==> config.mk <==
export PLATFORM = sky130hd
export DESIGN_NAME = obj_color_mapper
export DESIGN_NICKNAME = d
export VERILOG_FILES = /design/src/rtl/obj_color_mapper.sv
export SDC_FILE = /design/constraint.sdc
export NUM_CORES = 1
export LEC_CHECK = 0
export CAP_MARGIN = 0
export CORE_ASPECT_RATIO = 1.4
export CORE_MARGIN = 2
export CORE_UTILIZATION = 55
export CTS_BUF_LIST = sky130_fd_sc_hd__clkbuf_2 sky130_fd_sc_hd__clkbuf_4 sky130_fd_sc_hd__clkbuf_8
export DETAILED_ROUTE_END_ITERATION = 16
export HOLD_SLACK_MARGIN = 0.03
export PLACE_DENSITY_LB_ADDON = 0.15
export SLEW_MARGIN = 25
export SYNTH_ARGS = -nofsm -noshare
export SYNTH_HDL_FRONTEND = slang
export SYNTH_SLANG_ARGS = --single-unit
==> constraint.sdc <==
create_clock -name clk -period 20.5 [get_ports clk]
set_input_delay 3.075 -clock clk [delete_from_list [all_inputs] [get_ports clk]]
set_output_delay 3.075 -clock clk [all_outputs]
set_load 0.02 [all_outputs]
==> src/rtl/obj_color_mapper.sv <==
// Three-stage multi-object colour mapper for the VGA pixel path; object attributes commit on frame_start.
// Build option OBJ_CIRCLE_EN: circular hit test (per-object multipliers); undefined gives the square test.
module obj_color_mapper #(
    parameter int NUM_OBJ = 4,
    parameter int COORD_W = 10,
    parameter int COLOR_W = 4
) (
    input  logic                       clk,
    input  logic                       Reset,
    input  logic                       frame_start,
    input  logic                       wr_en,
    input  logic [$clog2(NUM_OBJ)-1:0] wr_idx,
    input  logic [COORD_W-1:0]         wr_x,
    input  logic [COORD_W-1:0]         wr_y,
    input  logic [COORD_W-1:0]         wr_size,
    input  logic [3*COLOR_W-1:0]       wr_rgb,
    input  logic                       wr_vis,
    input  logic [COORD_W-1:0]         DrawX,
    input  logic [COORD_W-1:0]         DrawY,
    input  logic                       blank,
    input  logic [COLOR_W-1:0]         bg_red,
    input  logic [COLOR_W-1:0]         bg_green,
    input  logic [COLOR_W-1:0]         bg_blue,
    output logic [COLOR_W-1:0]         Red,
    output logic [COLOR_W-1:0]         Green,
    output logic [COLOR_W-1:0]         Blue,
    output logic                       blank_out,
    output logic                       hit_valid,
    output logic [$clog2(NUM_OBJ)-1:0] hit_idx,
    output logic                       collision
);
    localparam int IDX_W = $clog2(NUM_OBJ);
    localparam int RGB_W = 3 * COLOR_W;
    localparam int D_W   = COORD_W + 1;
`ifdef OBJ_CIRCLE_EN
    localparam int SQ_W  = 2 * D_W;
    localparam int SUM_W = 2 * COORD_W + 3;
`endif

    // shadow and active attribute banks
    logic [NUM_OBJ-1:0][COORD_W-1:0] sh_x_q, sh_x_d, sh_y_q, sh_y_d, sh_size_q, sh_size_d;
    logic [NUM_OBJ-1:0][RGB_W-1:0]   sh_rgb_q, sh_rgb_d;
    logic [NUM_OBJ-1:0]              sh_vis_q, sh_vis_d;
    logic [NUM_OBJ-1:0][COORD_W-1:0] act_x_q, act_x_d, act_y_q, act_y_d, act_size_q, act_size_d;
    logic [NUM_OBJ-1:0][RGB_W-1:0]   act_rgb_q, act_rgb_d;
    logic [NUM_OBJ-1:0]              act_vis_q, act_vis_d;

    logic [NUM_OBJ-1:0][D_W-1:0]     s1_dx_q, s1_dx_d, s1_dy_q, s1_dy_d;
    logic [NUM_OBJ-1:0][COORD_W-1:0] s1_size_q, s1_size_d;
    logic [NUM_OBJ-1:0]              s1_vis_q, s1_vis_d;
    logic [NUM_OBJ-1:0][RGB_W-1:0]   s1_rgb_q, s1_rgb_d;
    logic                            s1_blank_q, s1_blank_d;
    logic [RGB_W-1:0]                s1_bg_q, s1_bg_d;

    logic [NUM_OBJ-1:0]              s2_hit_q, s2_hit_d;
    logic [NUM_OBJ-1:0][RGB_W-1:0]   s2_rgb_q, s2_rgb_d;
    logic                            s2_blank_q, s2_blank_d;
    logic [RGB_W-1:0]                s2_bg_q, s2_bg_d;

    logic [RGB_W-1:0]                out_rgb_q, out_rgb_d;
    logic                            blank_out_q, blank_out_d;
    logic                            hit_valid_q, hit_valid_d;
    logic [IDX_W-1:0]                hit_idx_q, hit_idx_d;
    logic                            collision_q, collision_d;
    logic                            sticky_q, sticky_d;

    logic                            win_found;
    logic [IDX_W-1:0]                win_idx;
    logic [RGB_W-1:0]                win_rgb;
    logic                            seen_hit;
    logic                            multi_hit;
    logic                            overlap;

    function automatic logic [D_W-1:0] abs_d(input logic [D_W-1:0] v);
        return v[D_W-1] ? -v : v;
    endfunction

    function automatic logic geom_hit(input logic [D_W-1:0] dx, input logic [D_W-1:0] dy,
                                      input logic [COORD_W-1:0] size);
        logic [D_W-1:0] ax;
        logic [D_W-1:0] ay;
`ifdef OBJ_CIRCLE_EN
        logic [SQ_W-1:0]  sx;
        logic [SQ_W-1:0]  sy;
        logic [SUM_W-1:0] dist2;
        logic [SUM_W-1:0] r2;
`endif
        ax = abs_d(dx);
        ay = abs_d(dy);
`ifdef OBJ_CIRCLE_EN
        sx    = SQ_W'(ax) * SQ_W'(ax);
        sy    = SQ_W'(ay) * SQ_W'(ay);
        dist2 = SUM_W'(sx) + SUM_W'(sy);
        r2    = SUM_W'(size) * SUM_W'(size);
        return dist2 <= r2;
`else
        return (ax <= {1'b0, size}) && (ay <= {1'b0, size});
`endif
    endfunction

    // commit copies the pre-edge shadow, so a same-cycle write waits for the next frame_start
    always_comb begin
        sh_x_d     = sh_x_q;
        sh_y_d     = sh_y_q;
        sh_size_d  = sh_size_q;
        sh_rgb_d   = sh_rgb_q;
        sh_vis_d   = sh_vis_q;
        act_x_d    = act_x_q;
        act_y_d    = act_y_q;
        act_size_d = act_size_q;
        act_rgb_d  = act_rgb_q;
        act_vis_d  = act_vis_q;
        if (frame_start) begin
            act_x_d    = sh_x_q;
            act_y_d    = sh_y_q;
            act_size_d = sh_size_q;
            act_rgb_d  = sh_rgb_q;
            act_vis_d  = sh_vis_q;
        end
        for (int i = 0; i < NUM_OBJ; i++) begin
            if (wr_en && (wr_idx == IDX_W'(i))) begin
                sh_x_d[i]    = wr_x;
                sh_y_d[i]    = wr_y;
                sh_size_d[i] = wr_size;
                sh_rgb_d[i]  = wr_rgb;
                sh_vis_d[i]  = wr_vis;
            end
        end
    end

    always_comb begin
        for (int i = 0; i < NUM_OBJ; i++) begin
            s1_dx_d[i] = {1'b0, DrawX} - {1'b0, act_x_q[i]};
            s1_dy_d[i] = {1'b0, DrawY} - {1'b0, act_y_q[i]};
        end
        s1_size_d  = act_size_q;
        s1_vis_d   = act_vis_q;
        s1_rgb_d   = act_rgb_q;
        s1_blank_d = blank;
        s1_bg_d    = {bg_red, bg_green, bg_blue};
    end

    always_comb begin
        for (int i = 0; i < NUM_OBJ; i++) begin
            s2_hit_d[i] = s1_vis_q[i] && geom_hit(s1_dx_q[i], s1_dy_q[i], s1_size_q[i]);
        end
        s2_rgb_d   = s1_rgb_q;
        s2_blank_d = s1_blank_q;
        s2_bg_d    = s1_bg_q;
    end

    // lowest index wins; walking downwards leaves the lowest hit last
    always_comb begin
        win_found = 1'b0;
        win_idx   = '0;
        win_rgb   = '0;
        for (int i = NUM_OBJ - 1; i >= 0; i--) begin
            if (s2_hit_q[i]) begin
                win_found = 1'b1;
                win_idx   = IDX_W'(i);
                win_rgb   = s2_rgb_q[i];
            end
        end
        seen_hit  = 1'b0;
        multi_hit = 1'b0;
        for (int i = 0; i < NUM_OBJ; i++) begin
            if (s2_hit_q[i]) begin
                multi_hit = multi_hit | seen_hit;
                seen_hit  = 1'b1;
            end
        end
        overlap = multi_hit & s2_blank_q;
    end

    always_comb begin
        out_rgb_d   = '0;
        hit_valid_d = 1'b0;
        hit_idx_d   = '0;
        blank_out_d = s2_blank_q;
        if (s2_blank_q) begin
            if (win_found) begin
                out_rgb_d   = win_rgb;
                hit_valid_d = 1'b1;
                hit_idx_d   = win_idx;
            end else begin
                out_rgb_d = s2_bg_q;
            end
        end
        if (frame_start) begin
            collision_d = sticky_q | overlap;
            sticky_d    = 1'b0;
        end else begin
            collision_d = collision_q;
            sticky_d    = sticky_q | overlap;
        end
    end

    always_ff @(posedge clk or posedge Reset) begin
        if (Reset) begin
            sh_x_q      <= '0;
            sh_y_q      <= '0;
            sh_size_q   <= '0;
            sh_rgb_q    <= '0;
            sh_vis_q    <= '0;
            act_x_q     <= '0;
            act_y_q     <= '0;
            act_size_q  <= '0;
            act_rgb_q   <= '0;
            act_vis_q   <= '0;
            s1_dx_q     <= '0;
            s1_dy_q     <= '0;
            s1_size_q   <= '0;
            s1_vis_q    <= '0;
            s1_rgb_q    <= '0;
            s1_blank_q  <= 1'b0;
            s1_bg_q     <= '0;
            s2_hit_q    <= '0;
            s2_rgb_q    <= '0;
            s2_blank_q  <= 1'b0;
            s2_bg_q     <= '0;
            out_rgb_q   <= '0;
            blank_out_q <= 1'b0;
            hit_valid_q <= 1'b0;
            hit_idx_q   <= '0;
            collision_q <= 1'b0;
            sticky_q    <= 1'b0;
        end else begin
            sh_x_q      <= sh_x_d;
            sh_y_q      <= sh_y_d;
            sh_size_q   <= sh_size_d;
            sh_rgb_q    <= sh_rgb_d;
            sh_vis_q    <= sh_vis_d;
            act_x_q     <= act_x_d;
            act_y_q     <= act_y_d;
            act_size_q  <= act_size_d;
            act_rgb_q   <= act_rgb_d;
            act_vis_q   <= act_vis_d;
            s1_dx_q     <= s1_dx_d;
            s1_dy_q     <= s1_dy_d;
            s1_size_q   <= s1_size_d;
            s1_vis_q    <= s1_vis_d;
            s1_rgb_q    <= s1_rgb_d;
            s1_blank_q  <= s1_blank_d;
            s1_bg_q     <= s1_bg_d;
            s2_hit_q    <= s2_hit_d;
            s2_rgb_q    <= s2_rgb_d;
            s2_blank_q  <= s2_blank_d;
            s2_bg_q     <= s2_bg_d;
            out_rgb_q   <= out_rgb_d;
            blank_out_q <= blank_out_d;
            hit_valid_q <= hit_valid_d;
            hit_idx_q   <= hit_idx_d;
            collision_q <= collision_d;
            sticky_q    <= sticky_d;
        end
    end

    assign Red       = out_rgb_q[RGB_W-1 -: COLOR_W];
    assign Green     = out_rgb_q[2*COLOR_W-1 -: COLOR_W];
    assign Blue      = out_rgb_q[COLOR_W-1:0];
    assign blank_out = blank_out_q;
    assign hit_valid = hit_valid_q;
    assign hit_idx   = hit_idx_q;
    assign collision = collision_q;

endmodule

Yosys cells after proc, flatten, opt, wreduce, memory -nomap -nowiden
Cells that the tools add are included.
{"block": "word_totals", "ff_bits": 620, "latch_bits": 0, "mem_bits_rw": 0, "rom_bits": 0, "output_inout_bits": 17, "wordCells": 146, "n_memories": 0}
{"block": "op_classes", "addsub": 16, "n_mul": 0, "n_div": 0, "n_lt_le_gt_ge": 8, "n_eq_ne": 3, "shifts": 0, "n_mux": 33, "bitwise": 4, "n_reduce_logical": 13}
{"op": "$le A11 B10 Y1", "count": 8}
{"op": "$mux W11", "count": 8}
{"op": "$neg A11 Y11", "count": 8}
{"op": "$sub A10 B10 Y11", "count": 8}
{"op": "$mux W12", "count": 6}
{"op": "$mux W1", "count": 13}
{"op": "$logic_and A1 B1 Y1", "count": 12}
{"op": "$mux W2", "count": 6}
{"op": "$eq A2 B2 Y1 const B", "count": 2}
{"op": "$or A1 B1 Y1", "count": 3}
{"op": "$eq A2 B1 Y1 const B", "count": 1}
{"op": "$logic_not A2 Y1", "count": 1}
{"op": "$and A1 B1 Y1", "count": 1}

Logic depth before layout (Yosys ltp)
{"block": "logic_depth", "depth_word": 9, "depth_mapped": 12, "mapped_depth_nobuf": 12}

Worst setup path before layout
OpenSTA, ideal clock, no wires.
{"block": "synth_timing", "kind": "input port to flip-flop", "start": "in DrawX[0]", "end": "reg s1_dx_q[6] (netlist name)", "arrival_time_ns": 4.456, "t_required_ns": 20.384, "path_slack_ns": 15.928, "stages": 8, "path_buffers": 0, "cell_sequence": "inv_1 ha_1 fa_1 nor2b_1 o21a_1 o21ai_0 a211o_1 o311ai_0"}
{"element": "start: declaration", "line_no": "18", "text": "input logic [COORD_W-1:0] DrawX,"}
{"element": "end signal: assignment", "line_no": "210", "text": "s1_dx_q <= '0;"}
{"element": "end signal: assignment", "line_no": "238", "text": "s1_dx_q <= s1_dx_d;"}
{"element": "end: declaration", "line_no": "48", "text": "logic [NUM_OBJ-1:0][D_W-1:0] s1_dx_q, s1_dx_d, s1_dy_q, s1_dy_d;"}

==> impl_metrics.yaml <==
status:
  status: "finished, final reports clean"
layout:
  register_area_sq_mm: 0.0155
  synthToLayoutAreaGrowth_pct: 13.8
  fin_nets: 2577
  layout-drive-gt1-share: 0.195
  final_common_cell: "dfrtp_1"
  final_util: 0.630
  final_cell_mix: "dfrtp_1 (616), mux2_2 (272), inv_1 (175)"
  instances_no_fill: 3026
  num-fill-cells: 3859
  multi_input_area_sq_mm: 0.0106
sta:
  clock_skew_ps: 38.2
  rsz0062_at_grt: "no"
  fin_setup_tns_ps: 0
  worst_slack_ps: 14720
  max-slew-margin-rel: 0.415
  fmax_mhz: 173
  hold_viol: 0
  setup_viol: 0
  maxSlewViolCount: 0
  period_minus_slack_ps: 5780
  min_period_over_period: 0.282
  worstMarginPinSlew_ps: 877
power_and_ir_drop:
  total_power_uw: 3840
  power_density_mw_per_mm2: 125
  p_leak_uw: 0.0140
  peakVddDrop_v: 0.0000951
cts:
  clk_path_buf_depth: 3
  cts_resized: 0
  cts_setup_buffers: 0
  ctsHtreeMaxLevel: 3
  cts.sinks: 620
  cts_tree: "yes"
  clk_latency_ps: 680
  cts_hold_buffers: 0
  root_buffer: "clkbuf_8"
  cts_inserted_buffers: 92
  path_clk_slew_ps: 60
route:
  drtPass1Iterations: 5
  wl_per_cell_microns: 19.0
  drt_iter0_drc: 730
  postRouteWirelength_microns: 57500
  drc: 0
  avgViaCountPerCell: 5.49
  vias: 16600
  drtAntennaViolNets: 0
placed_design:
  hpwlAfterDp_microns: 39700
  pre_cts_slack_ps: 13570
  dp.cells: 2862
  gp_congestion: 0.852
  port_buffers: 98
critical_path:
  path_cells: "clkdlybuf4s50_1 -> inv_8 -> buf_4 -> buf_6 -> buf_4"
  cp_max_fo: 97
  cpMaxStageDelayCell: "buf_4"
  worstPathArrival_ps: 6420
  crit_path_frequent_cell: "buf_4"
  crit_family: "buffers and inverters"
  cp.required_ps: 21140
  worstSetupStartpointType: "input pin"
  critPathMaxStageDelay_ps: 770
  r2r-start: "s1_dx_q[25]"
  endpoint_kind: "asynchronous set/reset pin"
  path_class: "in2async"
  setup.worst_path.start: "Reset"
  path_buf_inv: 5
global_routing:
  grt.met3_usage: 0.0383
  antenna_found_initial: 3
  grt_max_degree: 109
  grt.overflow.total: 0
  grt_most_used_layer: "met2"
  gr-usage-met1: 0.290
  grt_pass1_wl_microns: 91800
  met2_usage: 0.408
  grtUsageTotal: 0.235
  grt_pass1_vias: 17300
logic_synthesis:
  synth.mux.area_fraction: 0.118
  synth_compound_area_frac: 0.0835
  syn_area_sq_mm: 0.0270
  syn_area_per_cell_sq_um: 12.4
  yosys.area_share.adder: 0.0837
  synthXorXnorAreaFrac: 0.0389
  syn_nets: 2433
  netlist_instances: 2175
  synthFlopType: "dfrtp_1"
  yosysWarnings: 0
  synthArstFlopShare: 1.00
  seq_area_frac_synth: 0.574
  synth-edff-count: 0
  synth_top_family_by_area: "multiplexers"
  ys_seq_elements: 620
  yosys.area_share.simple: 0.0680
  synth.distinct_cells: 53
  synth_top_area_share: 0.574
  synthTopCellsByArea: "dfrtp_1 (57%), mux2_2 (11%), ha_1 (7.8%)"
  synth_area_leader_cell: "dfrtp_1"
floorplanning:
  die-area_sq_mm: 0.0509
  core_area_sq_mm: 0.0488
  rows: 96
  ios: 99
  dieWidth_microns: 191
  start_util: 0.554
  die_y_microns: 266
run:
  max_cap_viol_count: 0
worst_hold_path:
  min_path_type: "reg2reg"
  worstHoldStart: "s1_rgb_q[33]"
## synthesized netlist by cell type, drive strengths merged, types with 12 or more instances
master     n
a31oi     12
nor2      81
ha       168
xnor2    105
inv      176
nand4     17
o2111ai   16
o31ai     17
buf       14
mux2i     13
nor3      13
nor2b     30
dfrtp    620
a21o      22
xor2      15
nand3     14
nand2b    22
mux2     272
clkbuf    48
o21a      29
o211a     14
o21ai    139
or4       14
nand2    147
a21oi     61
## report_power, final
part / switching, uW / internal, uW / total [uW]
registers: 195 / 1520 / 1710
clock network: 456 / 617 / 1070
logic: 551 / 507 / 1060
## per-layer routing
| metal | routed length [microns] | up-vias | share of wire |
|---|---|---|---|
| met1 | 23900 | 8364 | 0.42 |
| met5 | 0 | - | 0 |
| met2 | 29500 | 301 | 0.51 |
| li1 | - | 7824 | - |
| met4 | 1960 | 0 | 0.034 |
| met3 | 2130 | 111 | 0.037 |
## state kept, by name (all words and copies together), names as in the netlist, 12 cells and up
register,cells
act_rgb_q,48
act_size_q,40
act_x_q,40
act_y_q,40
out_rgb_q,12
s1_bg_q,12
s1_dx_q,44
s1_dy_q,44
s1_rgb_q,48
s1_size_q,40
s2_bg_q,12
s2_rgb_q,48
sh_rgb_q,48
sh_size_q,40
sh_x_q,40
sh_y_q,40
## path summary, 6_finish.rpt
kind / endpoint / slack [ps] / depth (start not counted)
setup / recovery: s2_hit_q[0] / 14720 / 5
hold / removal: s2_rgb_q[33] / 340 / 0
setup reg to reg: s2_hit_q[2] / 17240 / 9
hold reg to reg: s2_rgb_q[33] / 340 / 0
max in group clk: s1_dx_q[43] / 15720 / 8
min in group asynchronous: s1_dx_q[28] / 2940 / 2
## cell type report
type,count,share of cell area
Antenna cell,2,0.000163
Clock buffer,143,0.0581
Clock inverter,19,0.00773
Inverter,176,0.0217
Multi-Input combinational cell,1317,0.345
Sequential cell,620,0.505
Tap cell,637,0.0259
Timing Repair Buffer,112,0.0359
## per-stage QoR
stage	hold slack, ps	cell area, sq um
3_5_place_dp	335	28700
6_report	342	30700
4_1_cts	342	30700
2_1_floorplan	331	27000
5_1_grt	350	30700
3_3_place_gp	332	28700
## cell families after synthesis
family,count (synthesis)
adder cells (fa/ha/maj),176
multiplexers,285
AND/OR/NAND/NOR,381
buffers and inverters,238
AO/OA/AOI/OAI,355
flip-flops,620
XOR/XNOR,120
Power figures use the tool's default switching activity.
